[src/rtl/spi_pkg.sv]
// Shared types and constants for the SPI initiator.
package spi_pkg;

    localparam int unsigned SPI_BYTE_W  = 8;
    localparam int unsigned MIN_CLK_DIV = 4;

    typedef enum logic [2:0] {
        StIdle,
        StSetup,
        StXfer,
        StWait,
        StHold,
        StGap
    } spi_state_e;

endpackage

[src/rtl/spi_master_if.sv]
// Four-wire SPI link between an initiator (master) and a target (slave).
interface spi_master_if;

    logic ss;
    logic sck;
    logic mosi;
    logic miso;

    modport master (output ss, output sck, output mosi, input miso);
    modport slave  (input ss, input sck, input mosi, output miso);

endinterface

[src/rtl/spi_sck_gen.sv]
// Half-period divider producing sck plus rise/fall strobes; idle and cleared while en is low.
module spi_sck_gen #(
    parameter int unsigned CLK_DIV = 8
) (
    input  logic clk,
    input  logic rst,
    input  logic en,
    output logic sck,
    output logic rise,
    output logic fall
);

    localparam int unsigned CW = $clog2(CLK_DIV) + 1;

    logic [CW-1:0] cnt_q, cnt_d;
    logic          sck_q, sck_d;
    logic          term;

    assign term = en && (cnt_q == CW'(CLK_DIV - 1));
    // Strobes coincide with the clk edge that changes sck_q.
    assign rise = term && !sck_q;
    assign fall = term && sck_q;
    assign sck  = sck_q;

    always_comb begin
        cnt_d = cnt_q;
        sck_d = sck_q;
        if (!en) begin
            cnt_d = '0;
            sck_d = 1'b0;
        end else if (term) begin
            cnt_d = '0;
            sck_d = !sck_q;
        end else begin
            cnt_d = cnt_q + 1'b1;
        end
    end

    always_ff @(posedge clk) begin
        if (!rst) begin
            cnt_q <= '0;
            sck_q <= 1'b0;
        end else begin
            cnt_q <= cnt_d;
            sck_q <= sck_d;
        end
    end

endmodule

[src/rtl/spi_master.sv]
// SPI mode-0 initiator, MSB first, with multi-byte frames held open by cont.
module spi_master
    import spi_pkg::*;
#(
    parameter int unsigned CLK_DIV  = 8,
    parameter int unsigned SS_SETUP = 8,
    parameter int unsigned SS_HOLD  = 8
) (
    input  logic                  clk,
    input  logic                  rst,
    input  logic                  start,
    input  logic                  cont,
    input  logic                  stop,
    input  logic [SPI_BYTE_W-1:0] din,
    output logic [SPI_BYTE_W-1:0] dout,
    output logic                  done,
    output logic                  busy,
    spi_master_if.master          bus
);

    localparam int unsigned CNT_MAX = (SS_SETUP > SS_HOLD) ? SS_SETUP : SS_HOLD;
    localparam int unsigned CW      = $clog2(CNT_MAX) + 1;

    if (CLK_DIV < MIN_CLK_DIV) begin : g_clk_div_check
        $error("spi_master: CLK_DIV below the minimum the slave can track");
    end

    spi_state_e            state_q, state_d;
    logic [CW-1:0]         cnt_q, cnt_d;
    logic [SPI_BYTE_W-1:0] tx_q, tx_d, rx_q, rx_d, dout_q, dout_d;
    logic [2:0]            bits_q, bits_d;
    logic                  cont_q, cont_d, done_q, done_d, busy_q, busy_d;
    logic                  ss_q, ss_d, mosi_q, mosi_d;
    logic                  sck, sck_rise, sck_fall;

    spi_sck_gen #(
        .CLK_DIV (CLK_DIV)
    ) u_sck_gen (
        .clk  (clk),
        .rst  (rst),
        .en   (state_q == StXfer),
        .sck  (sck),
        .rise (sck_rise),
        .fall (sck_fall)
    );

    always_comb begin
        state_d = state_q;
        cnt_d   = cnt_q + 1'b1;
        tx_d    = tx_q;
        rx_d    = rx_q;
        bits_d  = bits_q;
        cont_d  = cont_q;
        dout_d  = dout_q;
        done_d  = 1'b0;
        busy_d  = busy_q;
        ss_d    = ss_q;
        mosi_d  = mosi_q;

        unique case (state_q)
            StIdle, StWait: begin
                cnt_d = '0;
                if (start) begin
                    tx_d    = din;
                    cont_d  = cont;
                    mosi_d  = din[SPI_BYTE_W-1];
                    bits_d  = '0;
                    ss_d    = 1'b0;
                    busy_d  = 1'b1;
                    state_d = StSetup;
                end else if (stop && state_q == StWait) begin
                    busy_d  = 1'b1;
                    state_d = StHold;
                end
            end
            StSetup: begin
                if (cnt_q == CW'(SS_SETUP - 1)) begin
                    cnt_d   = '0;
                    state_d = StXfer;
                end
            end
            StXfer: begin
                cnt_d = '0;
                if (sck_rise) begin
                    rx_d   = {rx_q[SPI_BYTE_W-2:0], bus.miso};
                    bits_d = bits_q + 3'd1;
                end
                // bits_q wraps to zero after the eighth rise, so this fall closes the byte.
                if (sck_fall) begin
                    if (bits_q == 3'd0) begin
                        dout_d  = rx_q;
                        done_d  = 1'b1;
                        busy_d  = !cont_q;
                        state_d = cont_q ? StWait : StHold;
                    end else begin
                        tx_d   = {tx_q[SPI_BYTE_W-2:0], 1'b0};
                        mosi_d = tx_q[SPI_BYTE_W-2];
                    end
                end
            end
            StHold: begin
                if (cnt_q == CW'(SS_HOLD - 1)) begin
                    cnt_d   = '0;
                    ss_d    = 1'b1;
                    state_d = StGap;
                end
            end
            StGap: begin
                if (cnt_q == CW'(SS_HOLD - 1)) begin
                    cnt_d   = '0;
                    busy_d  = 1'b0;
                    state_d = StIdle;
                end
            end
            default: state_d = StIdle;
        endcase
    end

    always_ff @(posedge clk) begin
        if (!rst) begin
            state_q <= StIdle;
            cnt_q   <= '0;
            tx_q    <= '0;
            rx_q    <= '0;
            bits_q  <= '0;
            cont_q  <= 1'b0;
            dout_q  <= '0;
            done_q  <= 1'b0;
            busy_q  <= 1'b0;
            ss_q    <= 1'b1;
            mosi_q  <= 1'b0;
        end else begin
            state_q <= state_d;
            cnt_q   <= cnt_d;
            tx_q    <= tx_d;
            rx_q    <= rx_d;
            bits_q  <= bits_d;
            cont_q  <= cont_d;
            dout_q  <= dout_d;
            done_q  <= done_d;
            busy_q  <= busy_d;
            ss_q    <= ss_d;
            mosi_q  <= mosi_d;
        end
    end

    assign dout     = dout_q;
    assign done     = done_q;
    assign busy     = busy_q;
    assign bus.ss   = ss_q;
    assign bus.sck  = sck;
    assign bus.mosi = mosi_q;

endmodule

[src/flat_wrapper.sv]
// flat-port wrapper written by rule: the top's interface ports become plain ports
module spi_master_flat import spi_pkg::*;
#(
    parameter int unsigned CLK_DIV  = 8,
    parameter int unsigned SS_SETUP = 8,
    parameter int unsigned SS_HOLD  = 8
)
  (clk, rst, start, cont, stop, din, dout, done, busy, bus_ss, bus_sck, bus_mosi, bus_miso);
  spi_master_if bus_i ();
  input  logic clk;
  input  logic rst;
  input  logic start;
  input  logic cont;
  input  logic stop;
  input  logic [SPI_BYTE_W-1:0] din;
  output logic [SPI_BYTE_W-1:0] dout;
  output logic done;
  output logic busy;
  output wire logic [$bits(bus_i.ss)-1:0] bus_ss;
  output wire logic [$bits(bus_i.sck)-1:0] bus_sck;
  output wire logic [$bits(bus_i.mosi)-1:0] bus_mosi;
  input wire logic [$bits(bus_i.miso)-1:0] bus_miso;
  assign bus_ss = bus_i.ss;
  assign bus_sck = bus_i.sck;
  assign bus_mosi = bus_i.mosi;
  assign bus_i.miso = bus_miso;
  spi_master #(.CLK_DIV(CLK_DIV), .SS_SETUP(SS_SETUP), .SS_HOLD(SS_HOLD)) u_core (.clk(clk), .rst(rst), .start(start), .cont(cont), .stop(stop), .din(din), .dout(dout), .done(done), .busy(busy), .bus(bus_i));
endmodule
[config.mk]
export PLATFORM = sky130hd
export DESIGN_NAME = spi_master_flat
export DESIGN_NICKNAME = d
export VERILOG_FILES = /design/src/rtl/spi_pkg.sv /design/src/rtl/spi_master_if.sv /design/src/rtl/spi_sck_gen.sv /design/src/rtl/spi_master.sv /design/src/flat_wrapper.sv
export SDC_FILE = /design/constraint.sdc
export NUM_CORES = 1
export LEC_CHECK = 0
export BUFFER_PORTS_ARGS = -buffer_cell sky130_fd_sc_hd__buf_2
export CAP_MARGIN = 20
export CORE_MARGIN = 2
export CORE_UTILIZATION = 56
export CTS_CLUSTER_DIAMETER = 200
export CTS_CLUSTER_SIZE = 20
export DETAILED_ROUTE_END_ITERATION = 7
export GPL_TIMING_DRIVEN = 0
export PLACE_DENSITY = 0.81
export SLEW_MARGIN = 20
export SYNTH_ARGS = -nofsm -noshare
export SYNTH_HDL_FRONTEND = slang
export SYNTH_SLANG_ARGS = --single-unit
[constraint.sdc]
create_clock -name clk -period 2 [get_ports clk]
set_input_delay 0.1 -clock clk [delete_from_list [all_inputs] [get_ports clk]]
set_output_delay 0.1 -clock clk [all_outputs]
set_load 0.02 [all_outputs]
**Word-level counts from Yosys, hierarchy flattened**

Index checks and enable logic that the tools add are counted.

- Add/sub/neg operators: 3
- Multiplexer cells: 32
- Reductions and logical operators: 25
- Bitwise logic cells: 2
- Eq/ne operators: 16

Operators by type and width:

| kind | number |
|---|---|
| 3-bit 2-to-1 mux | 10 |
| 7-bit 2-to-1 mux | 3 |
| 3-bit case mux with 5 select lines | 1 |
| 7-bit case mux with 2 select lines | 1 |
| 2-bit by 1-bit != test with 1-bit output, second input constant | 6 |
| 3-bit AND reduction | 4 |
| 1-bit 2-to-1 mux | 11 |
| 3-bit OR reduction | 3 |
| 4-bit by 1-bit adder with 4-bit output, second input constant | 2 |
| 4-bit by 3-bit equality test with 1-bit output, second input constant | 2 |
| 4-bit case mux with 2 select lines | 1 |
| 3-bit by 2-bit equality test with 1-bit output, second input constant | 2 |
| 3-bit equality test, second input constant | 2 |
| 3-bit logical NOT | 2 |
| 3-bit case mux with 2 select lines | 1 |
| 2-bit AND reduction | 3 |
| 6-bit AND reduction | 1 |
| 5-bit AND reduction | 1 |
| 1-bit logical AND | 4 |
| 4-bit 2-to-1 mux | 1 |
| 2-bit != test, second input constant | 2 |
| 1-bit case mux with 2 select lines | 2 |
| 4-bit AND reduction | 1 |
| 2-bit nonzero test | 2 |
| other kinds (8) | 10 |

- Word-level logic and storage cells: 91
- Output and inout port bits: 13
- Input port bits: 14
- Register bits: 43

**Depth between registers and ports, before layout**

- Depth in word-level cells: 5
- Mapped depth: 7
- Depth with buffers taken out: 6

**Cells and area by module**

Synthesis repeated with hierarchy kept, for this count alone.

- Cell total of the unflattened synthesis: 216
- Area total of the unflattened synthesis: 2028.2 um^2

By module, submodules not included:

| module | instances | area an instance (um^2) | cells an instance |
|---|---|---|---|
| spi_master | 1 | 1798.0 | 195 |
| spi_sck_gen | 1 | 230.2 | 21 |

**Worst setup path after synthesis**

Ideal clock, no wire load.

- Path kind: register -> register
- From: register u_core.state_q[0]
- To: register u_core.tx_q[6]
- Path slack: 0.353 ns
- Data arrival time: 1.525 ns
- Path buffers: 2
- Period minus slack after synthesis: 1.647 ns
- Cell stages (with the launch flop): 7
- Required time: 1.878 ns
- Cells stage by stage: dfxtp_1 or3b_1 buf_2 nor4b_4 buf_6 o21ai_1 o311a_1

- Word-level cells in the longest chain between the ends: 5
- Elaborated cells on any way between the ends: 12

Ends and longest elaborated chain:

| element | RTL line | RTL |
|---|---|---|
| from (decl) | spi_master.sv:28 | `spi_state_e state_q, state_d;` |
| from (signal assigned) | spi_master.sv:121 | `state_q <= StIdle;` |
| from (signal assigned) | spi_master.sv:133 | `state_q <= state_d;` |
| 3-bit by 2-bit equality test with 1-bit output | spi_master.sv:41, spi_master.sv:60 |  |
| 1-bit logical AND | spi_sck_gen.sv:19 | `assign term = en && (cnt_q == CW'(CLK_DIV - 1));` |
| 1-bit logical AND | spi_sck_gen.sv:22 | `assign fall = term && sck_q;` |
| 2-bit by 1-bit != test with 1-bit output (no line) | - |  |
| 4-bit AND reduction (no line) | - |  |
| to (signal assigned) | spi_master.sv:135 | `tx_q <= tx_d;` |
| to (decl) | spi_master.sv:30 | `logic [SPI_BYTE_W-1:0] tx_q, tx_d, rx_q, rx_d, dout_q, dout_d;` |

Parallel ways exist; a longest one is shown, timed or not.
A chain may end at the register's enable or synchronous reset.

**Worst setup path in the final report**

- From: register u_core.state_q[0]
- To: register u_core.mosi_q (netlist: u_core.bus.mosi)

- Word-level cells in the longest chain between the ends: 5
- Elaborated cells on any way between the ends: 12

Ends and longest elaborated chain:

| element | RTL line | RTL |
|---|---|---|
| 3-bit by 2-bit equality test with 1-bit output | spi_master.sv:41, spi_master.sv:60 |  |
| 1-bit logical AND | spi_sck_gen.sv:19 |  |
| 1-bit logical AND | spi_sck_gen.sv:22 |  |
| 2-bit by 1-bit != test with 1-bit output (no line) | - |  |
| 4-bit AND reduction (no line) | - |  |
| to (signal assigned) | spi_master.sv:143 | `mosi_q <= mosi_d;` |
| to (decl) | spi_master.sv:33 | `logic ss_q, ss_d, mosi_q, mosi_d;` |

Parallel ways exist; a longest one is shown, timed or not.

==> key figures <==
STA
  • Final slew viol count: 0
  • Final hold violation count: 0
  • Worst hold slack: ~0.032 ns
  • RSZ-0062 raised after global routing: no
  • Worst slew pin tran: 0.578 ns
  • Period utilization: around nine tenths
  • Setup TNS Final: 0 ns
  • Final WS setup: 0.172 ns
  • Layout Skew: between 0.007 and 0.008 ns
  • Relative slew margins: 61.4%
  • Max frequency: ~550 MHz
  • Setup-failing EPs final: 0
  • Final min period: 1.83 ns

Critical path
  • Crit. End Element: flip-flop
  • Worst setup path class: reg -> reg
  • CP Data Arrival Time: 2.07 ns
  • Slowest-stage cell, CP: nor4b_4
  • Crit path max-delay family: simple AND/OR/NAND/NOR gates
  • CP max FO: 10
  • Critical Path Source Type: flip-flop
  • Crit-path cells: or3b_1 -> buf_2 -> nor4b_4 -> buf_6 -> o21ai_1 -> o311a_1
  • Slowest stage delay, CP: 0.41 ns
  • CP Buf/Inv Count: 2
  • Critical path data required time: 2.24 ns

Logic synthesis
  • Leading area contributor after synthesis: dfxtp_1
  • Most common cell in the netlist: dfxtp_1
  • Synth top area cells: dfxtp_1 43%, mux2i_1 9.1%, nand2_1 4.9%
  • Yosys reg bits: 43
  • Sequential area share after synthesis: between 40% and 50%
  • EDFF count, synth: 0
  • Mapped Avg Cell Area: 9.32 um2
  • Cell variety after synth: between 40 and 50
  • Ys flop type: dfxtp_1
  • Mapped cell area: between 1500 and 2000 um2
  • Cells after Synth: 213
  • Synthesis Warnings: 0
  • Async set or reset register ratio after synthesis: 0%
  • Post-synth top cells: 43 x dfxtp_1, 26 x nand2_1, 18 x mux2i_1
  • Synth top area share: 43.4%
  • Synthesized Nets: approximately 230

Placement
  • Placer Congestion: 0.806
  • IO buf count: 26
  • DP Worst Slack: 0.195 ns
  • DP Wirelength: between 2000 and 3000 um

Die
  • Die height: 63.5 um
  • Std-Cell Rows: 21
  • Area of the die: 4040 um2
  • Ports: 27
  • Die X: 63.5 um
  • Core ar.: between 3000 and 4000 um2
  • Initial Util: between 50% and 60%

Routing
  • DRT antenna net count: 0
  • Drc violations: 0
  • Via count: 1589
  • DRT Wirelength: 3590 um
  • Pre-Repair DR Iteration Count: 4
  • WL per Instance: 12.1 um
  • Iter 0 DRT Violations: 78
  • Post-DR vias/cell: 5.37

GRT
  • Largest net degree at the start of global routing: 14
  • Vias in the first global route: ~1500
  • GRT overflow: 0
  • First-pass GRT wire length: 6420 um
  • GRT Total Usage: 20.2%
  • Antenna violations before repair: 0

CTS
  • Clk pin slew, worst setup/hold paths: 0.12 ns
  • Clk buf depth: 2
  • Inserted Clock Buffers: 5
  • CTS Sinks: 43
  • CTS tree: built
  • Max H-tree Level: 2
  • CTS root buf: clkbuf_4
  • Post-cts sizing count: 0
  • Clock Latency Late Sink: 0.35 ns
  • Hold-fix buffers, CTS: 3
  • Setup Fix Bufs, Post-CTS: 0

Layout
  • Fin nets: 267
  • Share of layout cells above drive strength 1: about 18%
  • # diodes: 0
  • Area delta synth->final: 13.6%
  • FILL cells: 311

Min path
  • Worst hold path type: in -> reg

Status
  • Status: finished clean

Pwr
  • VDD IR max: 0.526 mV
  • Pwr dens: 714 nW/um2
  • Tot Pwr: approximately 1.6 mW
  • Leakage: just over 1 nW

Run
  • # Max-Cap Violations: 0
kinds of logic after synthesis:
logic type / count (synthesis) / share of synthesized area (%)
compound gates: 43 / 15.8
flops: 43 / 43.4
xor+xnor: 6 / 2.65
simple gates: 78 / 21.9
fa+ha+maj: 4 / 2.52
buf+inv: 21 / 4.67
mux: 18 / 9.08
registers in the layout (all words and copies together), names as in the netlist:
name and cells:
u_core.cont_q 1, u_core.u_sck_gen.cnt_q 4, u_core.tx_q 7, u_core.state_q 3, u_core.bits_q 3, u_core.done 1, u_core.rx_q 8, u_core.bus.ss 1
u_core.dout 8, u_core.cnt_q 4, u_core.bus.mosi 1, u_core.u_sck_gen.sck 1, u_core.busy 1
power breakdown:
group	internal, mW	switching, mW
Combinational	0.121	0.149
Clock	0.131	0.271
Sequential	0.906	0.0313
final timing paths:
path                                   startpoint              end  slack [ns]  depth (start not counted)
worst min register to register    u_core.cnt_q[0]  u_core.cnt_q[0]        0.45                          1
worst min-delay path                          rst      u_core.busy        0.03                          3
worst max register to register  u_core.state_q[0]  u_core.bus.mosi        0.17                          6
worst max-delay path            u_core.state_q[0]  u_core.bus.mosi        0.17                          6
through the flow:
stage	instance area, um2	utilization [%]	std cells
after floorplan	1980	-	213
after detailed placement	2170	64.6	285
after global placement	2170	64.6	285
final	2250	67.0	296
after CTS	2250	67.0	296
after global routing	2250	67.0	296
layout make-up:
cell class | count | area (um2) | share of cell area (%)
Buffer | 15 | 70.1 | 3.11
Tap cell | 46 | 57.6 | 2.55
Inverter | 6 | 22.5 | 0.999
Multi-Input combinational cell | 149 | 1030 | 45.7
Clock inverter | 3 | 15.0 | 0.666
Clock buffer | 5 | 37.5 | 1.66
Timing Repair Buffer | 29 | 160 | 7.10
Sequential cell | 43 | 861 | 38.2
layout by cell type, fill, tap and decap left out, types with 3 or more instances in the layout:
master,count
a21boi_0,12
a21oi_1,3
and3b_1,3
buf_2,31
clkbuf_1,8
clkbuf_4,5
clkinv_2,3
dfxtp_1,43
dlygate4sd3_1,3
ha_1,4
inv_1,6
mux2i_1,18
nand2_1,26
nand3_1,6
nand3b_1,5
nor2_1,12
nor2b_1,10
nor3_1,3
o21ai_0,8
o311a_1,7
xnor2_1,3
xor2_1,3
routing by layer:
metal	vias up	global-route usage (%)	routed length, um
met5	-	0	0
met4	0	8.15	62
met3	6	4.82	161
met2	29	34.2	1660
met1	724	24.5	1710
li1	830	-	-
worst register-to-register path: cells and delay by family (launching register included):
kind            cells  cell delay [ns]
compound gates      2             0.20
simple gates        2             0.78
flops               1             0.37
buf+inv             2             0.36
No activity file was read; power rests on OpenSTA's default activity.
